`config.mk`:
```
export PLATFORM = sky130hd
export DESIGN_NAME = bcd_convert_ctrl
export DESIGN_NICKNAME = d
export VERILOG_FILES = /design/src/rtl/bcd_pkg.sv /design/src/rtl/bcd_add3.sv /design/src/rtl/bcd_convert_ctrl.sv
export SDC_FILE = /design/constraint.sdc
export NUM_CORES = 1
export LEC_CHECK = 0
export CAP_MARGIN = 30
export CORE_MARGIN = 2
export CORE_UTILIZATION = 55
export CTS_CLUSTER_DIAMETER = 200
export DETAILED_ROUTE_END_ITERATION = 8
export PLACE_DENSITY = 0.84
export SYNTH_ARGS = -nofsm -noshare
export SYNTH_HDL_FRONTEND = slang
export SYNTH_SLANG_ARGS = --single-unit
```
`constraint.sdc`:
```
create_clock -name clk -period 1.8 [get_ports clk]
set_input_delay 0.36 -clock clk [delete_from_list [all_inputs] [get_ports clk]]
set_output_delay 0.36 -clock clk [all_outputs]
set_load 0.05 [all_outputs]
```
`src/rtl/bcd_pkg.sv`:
```
`default_nettype none
// ============================================================================
// Module  : bcd_pkg
// Purpose : Shared types and constants for the sequential binary-to-BCD
//           (shift-and-add-3) conversion controller.
// Contents: bcd_state_e    - controller state encoding (IDLE, SHIFT)
//           BCD_DIGIT_W    - bits per BCD digit
//           BCD_ADD3_THRESH- digit value at or above which +3 is applied
//           pow10()        - saturating 10^n, used for elaboration checks
// Revision: 1.0 - initial release
// ============================================================================
package bcd_pkg;

  typedef enum logic [0:0] {
    IDLE  = 1'b0,
    SHIFT = 1'b1
  } bcd_state_e;

  localparam int BCD_DIGIT_W     = 4;
  localparam int BCD_ADD3_THRESH = 5;

  // Saturates at all-ones once 10^n no longer fits in 64 bits, which keeps
  // the digit-count legality check meaningful for large D.
  function automatic logic [63:0] pow10(input int n);
    logic [63:0] r;
    r = 64'd1;
    for (int i = 0; i < n; i++) begin
      if (r > 64'd1844674407370955161) r = '1;
      else                             r = r * 64'd10;
    end
    return r;
  endfunction

endpackage
`default_nettype wire

```
`src/rtl/bcd_add3.sv`:
```
`default_nettype none
// ============================================================================
// Module  : bcd_add3
// Purpose : One digit of the double-dabble correction step: adds 3 to a BCD
//           digit whose value is 5 or more, otherwise passes it through.
// Ports   : din  [3:0] in  - scratch digit before correction
//           dout [3:0] out - corrected digit
// Revision: 1.0 - initial release
// ============================================================================
module bcd_add3
  import bcd_pkg::*;
(
  input  logic [BCD_DIGIT_W-1:0] din,
  output logic [BCD_DIGIT_W-1:0] dout
);

  localparam logic [BCD_DIGIT_W-1:0] c_thresh = BCD_DIGIT_W'(BCD_ADD3_THRESH);
  localparam logic [BCD_DIGIT_W-1:0] c_three  = BCD_DIGIT_W'(3);

  // A digit never exceeds 9 entering this stage, so the sum peaks at 12 and
  // cannot wrap.
  assign dout = (din >= c_thresh) ? (din + c_three) : din;

endmodule
`default_nettype wire

```
`src/rtl/bcd_convert_ctrl.sv`:
```
`default_nettype none
// ============================================================================
// Module  : bcd_convert_ctrl
// Purpose : Sequential W-bit binary to D-digit BCD converter (shift-and-add-3),
//           one input bit per clock, with a start/busy/done handshake.
// Params  : W - binary width (>= 4); D - BCD digits (10^D must exceed 2^W-1)
// Ports   : clk   in        - rising-edge clock
//           rst_n in        - asynchronous active-low reset
//           start in        - conversion request, honoured only when idle
//           bin   in  [W]   - operand, captured on the accepting edge
//           busy  out       - conversion in progress
//           done  out       - one-cycle pulse, new bcd value valid
//           bcd   out [4D]  - packed result, digit 0 in bits [3:0]
//           blank out [D]   - leading-zero blank mask (BCD_BLANK_EN only)
// Macros  : BCD_BLANK_EN - adds the registered leading-zero blank output
// Revision: 1.0 - initial release
// ============================================================================
module bcd_convert_ctrl
  import bcd_pkg::*;
#(
  parameter int W = 8,
  parameter int D = 3
) (
  input  logic           clk,
  input  logic           rst_n,
  input  logic           start,
  input  logic [W-1:0]   bin,
  output logic           busy,
  output logic           done,
`ifdef BCD_BLANK_EN
  output logic [4*D-1:0] bcd,
  output logic [D-1:0]   blank
`else
  output logic [4*D-1:0] bcd
`endif
);

  localparam int CNT_W = $clog2(W);
  localparam int BW    = BCD_DIGIT_W * D;

  // Illegal parameter combinations stop elaboration.
  if (W < 4 || W > 63) begin : g_w_check
    $error("bcd_convert_ctrl: W=%0d outside supported range 4..63", W);
  end
  if (pow10(D) <= ((64'd1 << W) - 64'd1)) begin : g_d_check
    $error("bcd_convert_ctrl: D=%0d digits cannot hold a %0d-bit value", D, W);
  end

  bcd_state_e        state_q, state_d;
  logic [CNT_W-1:0]  cnt_q, cnt_d;
  logic [W-1:0]      shift_q, shift_d;
  logic [BW-1:0]     scratch_q, scratch_d;
  logic              busy_q, busy_d;
  logic              done_q, done_d;
  logic [BW-1:0]     bcd_q, bcd_d;

  logic [BW-1:0]     corr;
  logic [BW+W-1:0]   shift_cat;
  logic              last_iter;

  for (genvar i = 0; i < D; i++) begin : g_digit
    bcd_add3 u_add3 (
      .din  (scratch_q[i*BCD_DIGIT_W +: BCD_DIGIT_W]),
      .dout (corr[i*BCD_DIGIT_W +: BCD_DIGIT_W])
    );
  end

  // Correct first, then shift the whole {scratch, operand} chain left by one.
  assign shift_cat = {corr, shift_q} << 1;
  assign last_iter = (cnt_q == CNT_W'(W - 1));

  always_comb begin
    state_d   = state_q;
    cnt_d     = cnt_q;
    shift_d   = shift_q;
    scratch_d = scratch_q;
    busy_d    = busy_q;
    done_d    = 1'b0;
    bcd_d     = bcd_q;
    case (state_q)
      IDLE: begin
        if (start) begin
          shift_d   = bin;
          scratch_d = '0;
          cnt_d     = '0;
          busy_d    = 1'b1;
          state_d   = SHIFT;
        end
      end
      SHIFT: begin
        scratch_d = shift_cat[BW+W-1:W];
        shift_d   = shift_cat[W-1:0];
        cnt_d     = cnt_q + 1'b1;
        if (last_iter) begin
          bcd_d   = shift_cat[BW+W-1:W];
          done_d  = 1'b1;
          busy_d  = 1'b0;
          state_d = IDLE;
        end
      end
      default: state_d = IDLE;
    endcase
  end

  always_ff @(posedge clk or negedge rst_n) begin
    if (!rst_n) begin
      state_q   <= IDLE;
      cnt_q     <= '0;
      shift_q   <= '0;
      scratch_q <= '0;
      busy_q    <= 1'b0;
      done_q    <= 1'b0;
      bcd_q     <= '0;
    end else begin
      state_q   <= state_d;
      cnt_q     <= cnt_d;
      shift_q   <= shift_d;
      scratch_q <= scratch_d;
      busy_q    <= busy_d;
      done_q    <= done_d;
      bcd_q     <= bcd_d;
    end
  end

  assign busy = busy_q;
  assign done = done_q;
  assign bcd  = bcd_q;

`ifdef BCD_BLANK_EN
  // Digit 0 is never blanked so a zero result still shows a single "0".
  localparam logic [D-1:0] c_blank_rst = ~(D'(1));

  logic [D-1:0] blank_q, blank_d;
  logic         zero_above;

  // Walk from the most significant digit down; a digit blanks only while it
  // and everything above it are zero. Evaluated on the value bcd will load.
  always_comb begin
    blank_d    = blank_q;
    zero_above = 1'b1;
    if (state_q == SHIFT && last_iter) begin
      blank_d[0] = 1'b0;
      for (int k = D - 1; k >= 1; k--) begin
        zero_above = zero_above &
                     (shift_cat[W + k*BCD_DIGIT_W +: BCD_DIGIT_W] == '0);
        blank_d[k] = zero_above;
      end
    end
  end

  always_ff @(posedge clk or negedge rst_n) begin
    if (!rst_n) blank_q <= c_blank_rst;
    else        blank_q <= blank_d;
  end

  assign blank = blank_q;
`endif

endmodule
`default_nettype wire

```
## Word level (Yosys, flattened, before mapping)

Cells that the tools add are included.

| word-level totals | value |
|---|---|
| input port bits | 11 |
| output and inout bits | 14 |
| register bits after elaboration | 38 |
| logic and storage cells | 37 |

| operators by class | value |
|---|---|
| add/subtract/negate cells | 4 |
| muxes and demuxes | 17 |
| magnitude comparators | 3 |
| bitwise operators | 1 |
| reduce and logical (&&, ||, !) cells | 2 |
| eq/ne operators | 3 |

Operator list:

| operator | count |
|---|---|
| $pmux W12 S2 | 1 |
| $pmux W8 S2 | 1 |
| $ge A4 B3 Y1 const B | 3 |
| $mux W12 | 1 |
| $add A4 B2 Y4 const B | 2 |
| $mux W4 | 2 |
| $mux W8 | 1 |
| $mux W1 | 6 |
| $mux W3 | 2 |
| $pmux W3 S2 | 1 |
| $pmux W1 S2 | 2 |
| $reduce_and A2 Y1 | 2 |
| $add A3 B1 Y3 const B | 1 |
| $add A3 B2 Y3 const B | 1 |
| $eq A3 B3 Y1 const B | 1 |
| $ne A2 B1 Y1 const B | 1 |
| $ne A2 B2 Y1 const B | 1 |
| $not A1 Y1 | 1 |

## Depth between registers and ports, before layout

Gate-level depths: netlist (run 1).

| logic depth | value |
|---|---|
| depth in word-level cells | 3 |
| gate-level depth with buffers | 7 |
| mapped depth without buffers | 6 |

## Hierarchy

From an unflattened synthesis (run 1), not the netlist that was laid out.

| second synthesis, totals | value |
|---|---|
| cells, all modules | 154 |
| area, all modules | 1,839.3 sq um |

Modules (own cells, without submodules):

| module | seq. area each (sq um) | area each (sq um) | times used | cells an instance |
|---|---|---|---|---|
| bcd_convert_ctrl | 950.9 | 1,535.2 | 1 | 106 |
| bcd_add3 | 0.0 | 101.3 | 3 | 16 |

## Least setup slack after synthesis (run 1)

OpenSTA, ideal clock, no wires.

| path | value |
|---|---|
| kind | register to register |
| from | register cnt_q[0] |
| to | register bcd_q[7], in the netlist bcd[7] |
| data required time | 1.664 ns |
| slack | 0.258 ns |
| period minus slack after synthesis | 1.542 ns |
| buffers on the path | 2 |
| library setup time | 0.136 ns |
| stages on the path, launching flop included | 7 |
| arrival | 1.406 ns |
| path through | dfrtp_1 > ha_1 > ha_1 > nand2_2 > buf_2 > clkbuf_1 > o21ai_0 |

| between the ends | value |
|---|---|
| longest elaborated chain between the ends | 2 |

Ends and longest elaborated chain:

| item | RTL line | source |
|---|---|---|
| start, declared | bcd_convert_ctrl.sv:50 | `logic [CNT_W-1:0] cnt_q, cnt_d;` |
| start signal, assigned | bcd_convert_ctrl.sv:116 | `cnt_q <= cnt_d;` |
| $eq A3 B3 Y1 | bcd_convert_ctrl.sv:70 | `assign last_iter = (cnt_q == CNT_W'(W - 1));` |
| $reduce_and A2 Y1 (no line) | n/a |  |
| end signal, assigned | bcd_convert_ctrl.sv:113 | `bcd_q <= '0;` |
| end signal, assigned | bcd_convert_ctrl.sv:121 | `bcd_q <= bcd_d;` |
| end, declared | bcd_convert_ctrl.sv:55 | `logic [BW-1:0] bcd_q, bcd_d;` |

No other way between the ends.
A chain may end at the register's enable or synchronous reset.

## Worst setup path in the final report (run 1)

| path | value |
|---|---|
| from | register cnt_q[0] |
| to | register bcd_q[10], in the netlist bcd[10] |

The elaborated chain is that of the path after synthesis.

==> results of run 1 <==
==> state kept, by name (all words and copies together) (netlist names) <==
| signal | flops |
|---|---|
| state_q | 1 |
| scratch_q | 12 |
| bcd | 12 |
| shift_q | 8 |
| busy | 1 |
| done | 1 |
| cnt_q | 3 |
==> metrics by stage <==
stage	setup TNS, ps	instances	instance area [µm²]
floorplan	0	207	1980
global placement	0	272	2260
detailed placement	0	272	2260
CTS	0	280	2310
global route	-4.65	286	2360
finish	0	286	2360
==> path summary, 6_finish.rpt <==
check / from / endpoint / slack [ps] / depth (start not counted)
max: cnt_q[0] / bcd[10] / 90 / 7
min: rst_n / bcd[6] / 490 / 2
max reg2reg: cnt_q[0] / bcd[10] / 90 / 7
min reg2reg: bcd[11] / bcd[11] / 490 / 2
max in group asynchronous: rst_n / shift_q[7] / 850 / 3
min in group clk: bcd[11] / bcd[11] / 490 / 2
==> worst reg2reg max path, delay by kind of cell (launching register included) <==
family	cells	cell delay, ps
compound gates	1	120
fa+ha+maj	2	450
buf+inv	2	370
flops	1	410
simple gates	2	250
==> cell type report <==
type	instances	area, µm²
fill	262	1020
sequential	38	951
multi-input combinational	143	930
timing repair buffer	40	333
tap	46	57.6
inverter	12	48.8
clock buffer	7	45.0
==> routing by layer <==
| layer | up-vias | GRT usage [%] | part of all wire, % |
|---|---|---|---|
| met5 | - | 0 | 0 |
| met2 | 38 | 34.9 | 49 |
| met4 | 0 | 7.34 | 0.98 |
| met1 | 781 | 29.9 | 46 |
| met3 | 5 | 6.16 | 4.4 |
| li1 | 818 | - | - |
==> cell families (layout without fill, tap and decap cells) <==
group                    count (synthesis)  count (layout)  synth area share [%]
AND/OR/NAND/NOR                         75              75                  18.9
AO/OA/AOI/OAI                           51              51                  18.2
flip-flops                              38              38                  47.9
buffers and inverters                   26              59                  5.49
multiplexers                             9               9                  4.54
adder cells (fa/ha/maj)                  8               8                  5.04
==> cell usage in the layout, fill, tap and decap left out, types with 3 or more instances in the layout <==
| cell | netlist | layout |
|---|---|---|
| a2111o_1 | 3 | 3 |
| clkdlybuf4s50_1 | 0 | 9 |
| o31ai_1 | 5 | 5 |
| clkbuf_4 | 0 | 5 |
| o22ai_1 | 3 | 3 |
| nor2_1 | 4 | 4 |
| nand2b_1 | 3 | 3 |
| mux2i_1 | 9 | 9 |
| nor2b_1 | 5 | 5 |
| ha_1 | 8 | 8 |
| buf_4 | 1 | 27 |
| nand2_1 | 29 | 29 |
| o2111ai_1 | 4 | 4 |
| inv_1 | 12 | 11 |
| nand3_1 | 18 | 18 |
| dfrtp_1 | 38 | 38 |
| nor3b_1 | 5 | 5 |
| a21oi_1 | 4 | 4 |
| nor3_1 | 3 | 3 |
| or4_1 | 4 | 4 |
| o21ai_0 | 16 | 16 |
==> power breakdown <==
part / switching [mW] / internal [mW] / leakage [nW] / total, mW
combinational: 1.46 / 0.933 / 0.572 / 2.39
clock: 0.256 / 0.147 / 0.0254 / 0.403
sequential: 0.379 / 1.23 / 0.483 / 1.61
==> timing repair <==
action                     CTS  global route
hold endpoints to repair    18             0
gates resized for setup      0             2
hold buffers                 1             0
buffers inserted             0             6
setup endpoints to repair    0             3
==> metrics.txt, run 1 <==
clock sink count 38; share of layout cells above drive strength 1 16.3%; Mapped Cells 207; WHS 487 ps; post-synth top area share 47.9%; # H-tree levels 2; Synth area leader dfrtp_1; most frequent CP cell ha_1; grt total ovfl 0; gp weighted congestion 0.835; initial antenna violation count 0; Mapped Nets 226; most frequent cell after synthesis dfrtp_1; die area 4100 µm²; DRT Pass-1 Iters 4; synth warn 0; vias in the first global route 1554; total track usage 22.3%; PD cells 1860 nW/µm²; number of synthesized register bits 38; final design utilization 69.8%; vias 1642; CP max stage cell dfrtp_1; Starting DRT DRC Count 155; area of the mapped netlist 1980 µm²; critical path class register to register; crit end category register; final hold vios 0; Detail Placement HPWL 2.94 mm; type of origin of the critical path register; clock transition at the registers of the reported paths 100 ps; Final min period 1710 ps; Max Clock Skew 5.31 ps; CTS tree built; Area growth syn-to-layout 19.2%; Root Driver clkbuf_4; WL per Instance 14.2 µm; IO Pins 25; DRC errors left 0; post-synthesis sequential area ratio 47.9%; post-DR vias/cell 5.74; max-cap violations 0; largest net degree at the start of global routing 27; Final Worst Setup Slack 92.3 ps; number of flops mapped to enable cells by yosys 0; first-pass GRT wire length 7.10 mm; Synth cell types 36; crit-path leading delay family adder cells; fin nets 259; Leak 1.08 nW; Final Max Slew Viols 0; asr flop ratio synth 100%; maximum ir drop on the vdd rail 0.784 mV; status finished, final reports clean; Crit path buffers/inverters 2; CP max FO 9; antenna cells 0; min-delay worst type input port to asynchronous set/reset pin; Die Wd 64.1 µm; FMAX 586 MHz; Final period util 94.9%; WP data required 2030 ps; CTS buffer count 5; core footprint 3390 µm²; crit path cell chain ha_1, ha_1, nand2_4, clkinvlp_4, clkbuf_2, o2111ai_1, nand3_1; clk_lat worst skew 340 ps; worst-margin pin slew 462 ps; setup violators final 0; ys flop type dfrtp_1; Longest Clk Path Bufs 2; Relative slew margins 69.2%; num rows 21; Setup WS pre-CTS 48.5 ps; Avg Inst Size Synth 9.59 µm²; Die Ht 64.1 µm; initial core utilization 58.5%; Pwr Total 4.40 mW; critical path arrival 1940 ps; Total Wirelength 4.07 mm; IO Port Bufs 24; top cells by area, synth dfrtp_1, nand2_1, ha_1, mux2i_1, nand3_1; Post-synth top cells dfrtp_1, nand2_1, nand3_1; Crit path largest cell delay 410 ps; Detail Route Antenna Nets 0
(Power assumes the default switching activity.)
==> run 2: changes to the inputs <==
--- a/config.mk
+++ b/config.mk
@@ -8,7 +8,7 @@
 export CAP_MARGIN = 30
 export CORE_MARGIN = 2
 export CORE_UTILIZATION = 55
-export CTS_CLUSTER_DIAMETER = 200
+export CTS_CLUSTER_SIZE = 25
 export DETAILED_ROUTE_END_ITERATION = 8
 export PLACE_DENSITY = 0.84
 export SYNTH_ARGS = -nofsm -noshare
==> results of run 2 <==
No change in the layout: final DEF, timing and power equal those of run 1.
